--- src/rtl/aska_spi_pkg.sv ---
// Shared definitions for the ASKA configuration SPI link (master and slave).
// Frame layout: four 32-bit words, word 0 shifted out first, MSB first.
package aska_spi_pkg;

  localparam int FRAME_BITS = 128;
  localparam int WORD_BITS  = 32;

  localparam int CONF0 = 0;
  localparam int CONF1 = 1;
  localparam int ELE1  = 2;
  localparam int ELE2  = 3;

  typedef enum logic [2:0] {
    IDLE  = 3'd0,
    LEAD  = 3'd1,
    HIGH  = 3'd2,
    LOW   = 3'd3,
    TRAIL = 3'd4,
    GAP   = 3'd5,
    DONE  = 3'd6
  } spi_state_e;

  function automatic int word_msb(input int idx);
    return FRAME_BITS - 1 - idx * WORD_BITS;
  endfunction

  function automatic logic [FRAME_BITS-1:0] pack_frame(
    input logic [WORD_BITS-1:0] w_conf0,
    input logic [WORD_BITS-1:0] w_conf1,
    input logic [WORD_BITS-1:0] w_ele1,
    input logic [WORD_BITS-1:0] w_ele2
  );
    logic [FRAME_BITS-1:0] f;
    f = '0;
    f[word_msb(CONF0) -: WORD_BITS] = w_conf0;
    f[word_msb(CONF1) -: WORD_BITS] = w_conf1;
    f[word_msb(ELE1)  -: WORD_BITS] = w_ele1;
    f[word_msb(ELE2)  -: WORD_BITS] = w_ele2;
    return f;
  endfunction

endpackage

--- src/rtl/aska_spi_tick.sv ---
// Phase timer: down-counter reloaded on every phase change; o_phase_end marks
// the last cycle of the current phase (reload value N gives N+1 cycles).
module aska_spi_tick
  import aska_spi_pkg::*;
(
  input  logic       i_clk,
  input  logic       i_resetn,
  input  logic       i_reload,
  input  logic [7:0] i_reload_val,
  output logic       o_phase_end
);

  logic [7:0] r_cnt;

  always_ff @(posedge i_clk or negedge i_resetn) begin
    if (!i_resetn) begin
      r_cnt <= 8'd0;
    end else if (i_reload) begin
      r_cnt <= i_reload_val;
    end else if (r_cnt != 8'd0) begin
      r_cnt <= r_cnt - 8'd1;
    end
  end

  assign o_phase_end = (r_cnt == 8'd0);

endmodule

--- src/rtl/aska_spi_master.sv ---
// Mode-0 SPI initiator sending one 128-bit ASKA configuration frame per start.
// All pins are registered from the next-state decode so they change on one edge.
module aska_spi_master
  import aska_spi_pkg::*;
#(
  parameter int CLK_DIV = 4,
  parameter int GAP_CYC = 4
) (
  input  logic                 clk,
  input  logic                 resetn,
  input  logic                 start,
  input  logic [WORD_BITS-1:0] conf0,
  input  logic [WORD_BITS-1:0] conf1,
  input  logic [WORD_BITS-1:0] ele1,
  input  logic [WORD_BITS-1:0] ele2,
  output logic                 SPI_CS,
  output logic                 SPI_Clk,
  output logic                 SPI_MOSI,
  output logic                 busy,
  output logic                 done
);

  localparam logic [7:0] DIV_RELOAD = 8'(CLK_DIV - 1);
  localparam logic [7:0] GAP_RELOAD = 8'(GAP_CYC - 1);
  localparam logic [6:0] LAST_BIT   = 7'(FRAME_BITS - 1);

  spi_state_e            r_state;
  spi_state_e            w_state_nxt;
  logic [FRAME_BITS-1:0] r_shift;
  logic [FRAME_BITS-1:0] w_shift_nxt;
  logic [6:0]            r_bitcnt;
  logic [6:0]            w_bitcnt_nxt;
  logic                  w_reload;
  logic [7:0]            w_reload_val;
  logic                  w_phase_end;
  logic                  w_in_frame;
  logic                  r_cs;
  logic                  r_sclk;
  logic                  r_mosi;
  logic                  r_busy;
  logic                  r_done;

  aska_spi_tick u_tick (
    .i_clk        (clk),
    .i_resetn     (resetn),
    .i_reload     (w_reload),
    .i_reload_val (w_reload_val),
    .o_phase_end  (w_phase_end)
  );

  always_ff @(posedge clk or negedge resetn) begin
    if (!resetn) begin
      r_state <= IDLE;
    end else begin
      r_state <= w_state_nxt;
    end
  end

  always_comb begin
    w_state_nxt  = r_state;
    w_reload     = 1'b0;
    w_reload_val = DIV_RELOAD;
    w_shift_nxt  = r_shift;
    w_bitcnt_nxt = r_bitcnt;
    unique case (r_state)
      IDLE: begin
        if (start) begin
          w_state_nxt  = LEAD;
          w_reload     = 1'b1;
          w_shift_nxt  = pack_frame(conf0, conf1, ele1, ele2);
          w_bitcnt_nxt = LAST_BIT;
        end
      end
      LEAD: begin
        if (w_phase_end) begin
          w_state_nxt = HIGH;
          w_reload    = 1'b1;
        end
      end
      HIGH: begin
        // Bit 0 skips its LOW phase; TRAIL holds MOSI and CS instead.
        if (w_phase_end) begin
          w_reload = 1'b1;
          if (r_bitcnt == 7'd0) begin
            w_state_nxt = TRAIL;
          end else begin
            w_state_nxt  = LOW;
            w_shift_nxt  = {r_shift[FRAME_BITS-2:0], 1'b0};
            w_bitcnt_nxt = r_bitcnt - 7'd1;
          end
        end
      end
      LOW: begin
        if (w_phase_end) begin
          w_state_nxt = HIGH;
          w_reload    = 1'b1;
        end
      end
      TRAIL: begin
        if (w_phase_end) begin
          w_state_nxt  = GAP;
          w_reload     = 1'b1;
          w_reload_val = GAP_RELOAD;
        end
      end
      GAP: begin
        if (w_phase_end) begin
          w_state_nxt = DONE;
        end
      end
      DONE: begin
        w_state_nxt = IDLE;
      end
      default: begin
        w_state_nxt = IDLE;
      end
    endcase
  end

  assign w_in_frame = (w_state_nxt == LEAD) || (w_state_nxt == HIGH) ||
                      (w_state_nxt == LOW)  || (w_state_nxt == TRAIL);

  always_ff @(posedge clk or negedge resetn) begin
    if (!resetn) begin
      r_shift  <= '0;
      r_bitcnt <= 7'd0;
      r_cs     <= 1'b1;
      r_sclk   <= 1'b0;
      r_mosi   <= 1'b0;
      r_busy   <= 1'b0;
      r_done   <= 1'b0;
    end else begin
      r_shift  <= w_shift_nxt;
      r_bitcnt <= w_bitcnt_nxt;
      r_cs     <= !w_in_frame;
      r_sclk   <= (w_state_nxt == HIGH);
      r_mosi   <= w_in_frame ? w_shift_nxt[FRAME_BITS-1] : 1'b0;
      r_busy   <= w_in_frame || (w_state_nxt == GAP);
      r_done   <= (w_state_nxt == DONE);
    end
  end

  assign SPI_CS   = r_cs;
  assign SPI_Clk  = r_sclk;
  assign SPI_MOSI = r_mosi;
  assign busy     = r_busy;
  assign done     = r_done;

endmodule

--- config.mk ---
export PLATFORM = sky130hd
export DESIGN_NAME = aska_spi_master
export DESIGN_NICKNAME = d
export VERILOG_FILES = /design/src/rtl/aska_spi_pkg.sv /design/src/rtl/aska_spi_tick.sv /design/src/rtl/aska_spi_master.sv
export SDC_FILE = /design/constraint.sdc
export NUM_CORES = 1
export LEC_CHECK = 0
export CAP_MARGIN = 20
export CORE_AREA = 2 2 147 149
export DETAILED_ROUTE_END_ITERATION = 16
export DIE_AREA = 0 0 149 151
export GPL_TIMING_DRIVEN = 0
export SYNTH_ARGS = -nofsm -noshare
export SYNTH_HDL_FRONTEND = slang
export SYNTH_SLANG_ARGS = --single-unit
--- constraint.sdc ---
create_clock -name clk -period 6.3 [get_ports clk]
set_input_delay 1.26 -clock clk [delete_from_list [all_inputs] [get_ports clk]]
set_output_delay 1.26 -clock clk [all_outputs]
set_load 0.005 [all_outputs]
# ---- Yosys cells after proc, flatten, opt, wreduce, memory -nomap -nowiden
# Cells that the tools add are included.
dict set report totals {
  register_bits 151
  out_inout_bits 5
  word_cells 61
}
dict set report op_classes {
  add_sub_neg 2
  eq_ne 14
  mux 21
  n_reduce_logical 14
}
# cell n
set op_table {}
lappend op_table {{two-way mux 128 bit} 3}
lappend op_table {{one-hot mux 128 bit (2 select lines)} 1}
lappend op_table {{two-way mux 7 bit} 3}
lappend op_table {{two-way mux 3 bit} 6}
lappend op_table {{two-way mux 8 bit} 2}
lappend op_table {{== test 3 bit (second input constant)} 5}
lappend op_table {{one-hot mux 3 bit (5 select lines)} 1}
lappend op_table {{one-hot mux 7 bit (2 select lines)} 1}
lappend op_table {{== test 3 x 2 -> 1 bit (second input constant)} 4}
lappend op_table {{logical NOT 8 bit} 1}
lappend op_table {{nonzero test 8 bit} 1}
lappend op_table {{subtractor 8 x 1 -> 8 bit (second input constant)} 1}
lappend op_table {{logical NOT 7 bit} 1}
lappend op_table {{subtractor 7 x 1 -> 7 bit (second input constant)} 1}
lappend op_table {{== test 3 x 1 -> 1 bit (second input constant)} 2}
lappend op_table {{logical OR 1 bit} 4}
lappend op_table {{!= test 2 bit (second input constant)} 2}
lappend op_table {{AND reduction 4 bit} 1}
lappend op_table {{nonzero test 2 bit} 2}
lappend op_table {{OR reduction 4 bit} 1}
lappend op_table {{logical NOT 3 bit} 1}
lappend op_table {{two-way mux 1 bit} 3}
lappend op_table {{!= test 2 x 1 -> 1 bit (second input constant)} 1}
lappend op_table {{one-hot mux 1 bit (2 select lines)} 1}
lappend op_table {{other kinds (2)} 2}

# ---- Depth between registers and ports, before layout
dict set report depth {
  word_depth 9
  mapped_depth 9
  mapped_depth_nobuf 6
}

# ---- Modules after synthesis
# From an unflattened synthesis, not the netlist that was laid out.
dict set report unflattened {
  cells_unflattened 689
  area_unflattened_um2 7241.9
}
# module instances cells_each area_each_um2 seq_area_each_um2
set by_module_without_submodules {}
lappend by_module_without_submodules {aska_spi_master 1 635 6765.2 3579.7}
lappend by_module_without_submodules {aska_spi_tick 1 54 476.7 200.2}

# ---- Worst setup path before layout
# No wires, ideal clock.
dict set report synth_timing {
  path_kind {input port to flip-flop}
  startpoint {in start}
  endpoint {reg r_shift[103]}
  setup_time_ps 126
  arrival_ps 2343
  t_required_ps 6174
  slack_ps 3831
  cell_stages 6
  cell_sequence {nor2b_1 -> and2_1 -> buf_2 -> buf_2 -> clkbuf_1 -> a221o_1}
}
dict set report synth_via {
  elab_chain_cells 2
}
# item line
set synth_rtl {}
lappend synth_rtl {{start: declaration} aska_spi_master.sv:11} ;# input logic start,
lappend synth_rtl {{!= test 2 bit (no source line)} -}
lappend synth_rtl {{AND reduction 4 bit (no source line)} -}
lappend synth_rtl {{end signal: assignment} aska_spi_master.sv:133} ;# r_shift <= w_shift_nxt;
lappend synth_rtl {{end: declaration} aska_spi_master.sv:29} ;# logic [FRAME_BITS-1:0] r_shift;
# Every way passes these cells.
# A chain may end at the register's enable or synchronous reset.

# ---- Worst setup path after layout
dict set report layout_timing {
  startpoint {in start}
  endpoint {reg r_shift[4]}
}
# Same word-level chain as after synthesis.

==> key figures <==
Clock network
  • Setup Buffers After CTS: 0
  • H-tree levels: 4
  • PostCTS Resize Cnt: 0
  • Cell at the root of the clock tree: sky130_fd_sc_hd__clkbuf_16
  • Reg clk slew, reported paths: approximately 0.06 ns
  • Clock latency reported for the late side of the worst-skew pair: 0.42 ns
  • Hold-fix buffers at CTS: 0
  • Inserted Clock Buffers: 17
  • Buffers from clock root to sink, at most: 2
  • Total clock sinks: 151
  • CTS tree: done

Floorplan
  • I/O Pins: 136
  • Standard-cell rows: 53
  • Height of the die: 151 microns
  • Die area: roughly 22000 sq um
  • Die span in x: 149 microns
  • Core footprint: 20800 sq um
  • Initial Utilization: 32.6%

Global routing
  • Overall routing resource usage: 16.7%
  • Grt total ovfl: 0
  • Via count of the first global-routing pass: 5661
  • Largest net degree at the start of global routing: 92
  • Wire length of the first global-routing pass: 29700 microns
  • Number of antenna violations at the first check in global routing: 0

Run
  • # Max-Cap Violations: 0

Detailed routing
  • Post-route DRC: 0
  • Vias/cell: 5.52
  • WL/cell: approximately 18 microns
  • Residual antenna-violating net count after detailed routing: 0
  • Detailed router's first-iteration violation count: 402
  • Via total after detailed routing: 5605
  • First-pass iteration count of the detailed router: 4
  • Total routed wirelength: 18400 microns

Cells and area
  • Antenna Cells: 0
  • Fill count: roughly 2000
  • Area added between synthesis and finish: 34.6%
  • Share of cells above drive strength 1: under 10%
  • Net count of the finished layout: 861

Logic synthesis
  • Count of cell types in the netlist: 45
  • Number of flip-flops and latches in the synthesized netlist: 151
  • Mapped Area: ~6800 sq um
  • Mean Syn Cell Area: ~12 sq um
  • Main flop type after synthesis: sky130_fd_sc_hd__dfrtp_1
  • Share of flip-flops with an asynchronous set or reset: 100%
  • Cell taking the most area after synthesis: sky130_fd_sc_hd__dfrtp_1
  • Count of yosys warnings during synthesis: 0
  • Area share of the leading cell type in the synthesized netlist: 55.3%
  • Count of mapped cells out of synthesis: around 570
  • Post-Synthesis Net Count: 706
  • Count of flip-flops with a built-in enable after synthesis: 0
  • Leading cell types by total area after synthesis: sky130_fd_sc_hd__dfrtp_1 55%, sky130_fd_sc_hd__a221o_1 19%, sky130_fd_sc_hd__and3_1 12%
  • Sequential fraction of the synthesis area: 55.7%

Critical path
  • Crit end category: flop
  • Startpoint types: primary input
  • Setup Crit Path Kind: primary input to flop
  • Number of buffers and inverters on the critical path: 3
  • Maximum fanout along the worst path: 10
  • CP peak stage delay: 0.54 ns
  • Worst EP required: about 6.7 ns
  • Slowest CP cell: sky130_fd_sc_hd__a21oi_2
  • Worst Path Arrival: about 3.5 ns
  • Cell chain of the critical path: clkdlybuf4s50_1, nor2b_1, and2_1, buf_2, a21oi_2, clkbuf_1, a221o_1
  • Cell family contributing the most delay on the critical path: buffers and inverters

STA
  • Minimum setup slack in the final design: 3.15 ns
  • Fin Clk Skew: 0.0110 ns
  • Normalized max-slew margin: about 43%
  • Pin slew with the least headroom to its limit: 0.862 ns
  • RSZ-0062 raised after global routing: false
  • Final critical-path share of the clock period: 50.0%
  • Worst hold slack after final layout: 0.488 ns
  • Max Transition Viols Final: 0
  • Upper clock frequency limit: 0.318 GHz
  • Final count of hold timing violations: 0
  • Setup violation total in the final timing report: 0
  • Shortest clock period the worst path allows after layout: 3.15 ns

Placed design
  • RD Place Congestion: around 0.80
  • Worst slack at placement: 2.68 ns
  • Final HPWL from detailed placement: around 13000 microns
  • PortBufs: 135

Power and ir drop
  • Cell Pwr Density: between 200 and 250 nW/um^2
  • Proportion of total power due to net switching: ~20%
  • Clock share of power: 50.2%
  • Sequential group share of total power: 44.8%
  • Power dissipated by switching net loads: 0.446 mW
  • Max rail drop VDD: 0.162 mV
  • Leakage: 4.48 nW
  • Proportion of power drawn by combinational gates: 5.0%
  • Cell-internal power: 1.72 mW

Run status
  • Status: finished clean

Hold path
  • Path class of the lowest-slack min-delay path: flop to flop
final timing paths:
| check | slack (ns) | to | startpoint | cells after the start |
|---|---|---|---|---|
| max | 3.15 | r_shift[4] | start | 7 |
| min | 0.49 | r_bitcnt[6] | r_bitcnt[6] | 1 |
| max reg2reg | 3.42 | r_shift[4] | r_bitcnt[0] | 7 |
| min reg2reg | 0.49 | r_bitcnt[6] | r_bitcnt[6] | 1 |
| max in group asynchronous | 4.58 | r_shift[65] | resetn | 2 |
| min in group asynchronous | 0.91 | r_shift[110] | resetn | 1 |
flip-flops by register name, indices dropped and copies added (netlist names):
register	cells
r_shift	128
u_tick.r_cnt	8
r_bitcnt	7
r_state	3
SPI_CS	1
SPI_Clk	1
SPI_MOSI	1
busy	1
done	1
layer usage:
layer / vias up / GRT usage [%] / wire length, microns
met5: - / 0 / 0
met2: 135 / 25.8 / 8570
met3: 20 / 4.67 / 1100
li1: 2585 / - / -
met4: 0 / 5.81 / 251
met1: 2865 / 22.8 / 8520
cell usage in the layout, fill, tap and decap left out, types with 5 or more instances in the layout:
master | synthesis | routed
sky130_fd_sc_hd__dfrtp_1 | 150 | 150
sky130_fd_sc_hd__clkdlybuf4s50_1 | 0 | 134
sky130_fd_sc_hd__and3_1 | 127 | 127
sky130_fd_sc_hd__a221o_1 | 126 | 126
sky130_fd_sc_hd__clkbuf_1 | 44 | 47
sky130_fd_sc_hd__clkbuf_16 | 0 | 17
sky130_fd_sc_hd__nor2_1 | 16 | 16
sky130_fd_sc_hd__buf_2 | 10 | 10
sky130_fd_sc_hd__nand2_1 | 9 | 9
sky130_fd_sc_hd__a21oi_1 | 8 | 8
sky130_fd_sc_hd__inv_1 | 7 | 7
sky130_fd_sc_hd__o21ai_0 | 7 | 7
sky130_fd_sc_hd__nor3_1 | 6 | 6
sky130_fd_sc_hd__a31oi_1 | 5 | 5
sky130_fd_sc_hd__buf_6 | 4 | 5
synthesized netlist by cell type (2+ instances only):
master and count:
sky130_fd_sc_hd__nor3b_1 2, sky130_fd_sc_hd__a21o_1 2, sky130_fd_sc_hd__or3_1 2, sky130_fd_sc_hd__buf_2 10, sky130_fd_sc_hd__clkbuf_1 44, sky130_fd_sc_hd__inv_1 7
sky130_fd_sc_hd__a221o_1 126, sky130_fd_sc_hd__o211ai_1 2, sky130_fd_sc_hd__nand2b_1 2, sky130_fd_sc_hd__a21oi_2 2, sky130_fd_sc_hd__nor3_1 6, sky130_fd_sc_hd__and3_1 127
sky130_fd_sc_hd__or3b_2 2, sky130_fd_sc_hd__mux2i_1 3, sky130_fd_sc_hd__a21oi_1 8, sky130_fd_sc_hd__nand2_1 9, sky130_fd_sc_hd__xnor2_1 3, sky130_fd_sc_hd__ha_1 3
sky130_fd_sc_hd__o21ai_0 7, sky130_fd_sc_hd__nor2b_1 4, sky130_fd_sc_hd__nor2_1 16, sky130_fd_sc_hd__a31oi_1 5, sky130_fd_sc_hd__and4_1 3, sky130_fd_sc_hd__nand3_1 2
sky130_fd_sc_hd__buf_6 4, sky130_fd_sc_hd__nand4_1 3, sky130_fd_sc_hd__dfrtp_1 150
cell families after synthesis:
group           after synthesis  synth area share, %
buf+inv                      67                 4.39
compound gates              160                 21.9
flops                       151                 55.7
xor+xnor                      4                0.517
simple gates                184                 16.5
fa+ha+maj                     3                0.553
mux                           3                0.443
area by class of cell:
| type | count | area, sq um | share of cell area (%) |
|---|---|---|---|
| inverters | 7 | 26.3 | 0.288 |
| plain buffers | 60 | 272 | 2.97 |
| multi-input cells | 354 | 2710 | 29.6 |
| clock buffers | 21 | 450 | 4.93 |
| clock inverters | 11 | 171 | 1.88 |
| flip-flops and latches | 151 | 3780 | 41.4 |
| repair buffers | 136 | 1380 | 15.1 |
| well taps | 275 | 344 | 3.77 |
worst register-to-register path: cells and delay by family (launching register included):
kind            cells  cell delay [ns]
compound gates      3             1.19
fa+ha+maj           1             0.23
buf+inv             2             0.58
flops               1             0.38
simple gates        1             0.45
stage by stage:
stage / TNS [ns] / total power, mW / cell area, sq um / utilization [%] / instances
finish: 0 / 2.16 / 9130 / 43.8 / 1015
global route: 0 / 2.24 / 9130 / 43.8 / 1015
CTS: 0 / 2.19 / 9130 / 43.8 / 1015
detailed placement: 0 / 1.10 / 8510 / 40.9 / 983
global placement: -318.51 / 1.09 / 8480 / 40.7 / 982
floorplan: 0 / 0.989 / 6780 / - / 572
power by group through the flow:
| stage | registers, mW | clock network (mW) | logic (mW) |
|---|---|---|---|
| after floorplan | 0.988 | 0 | 0.00160 |
| after global placement | 0.988 | 0 | 0.106 |
| after detailed placement | 0.988 | 0 | 0.109 |
| after CTS | 0.970 | 1.11 | 0.110 |
| after global routing | 0.969 | 1.15 | 0.116 |
| final | 0.970 | 1.09 | 0.108 |
Note: power is estimated with default switching activity, not from simulation.
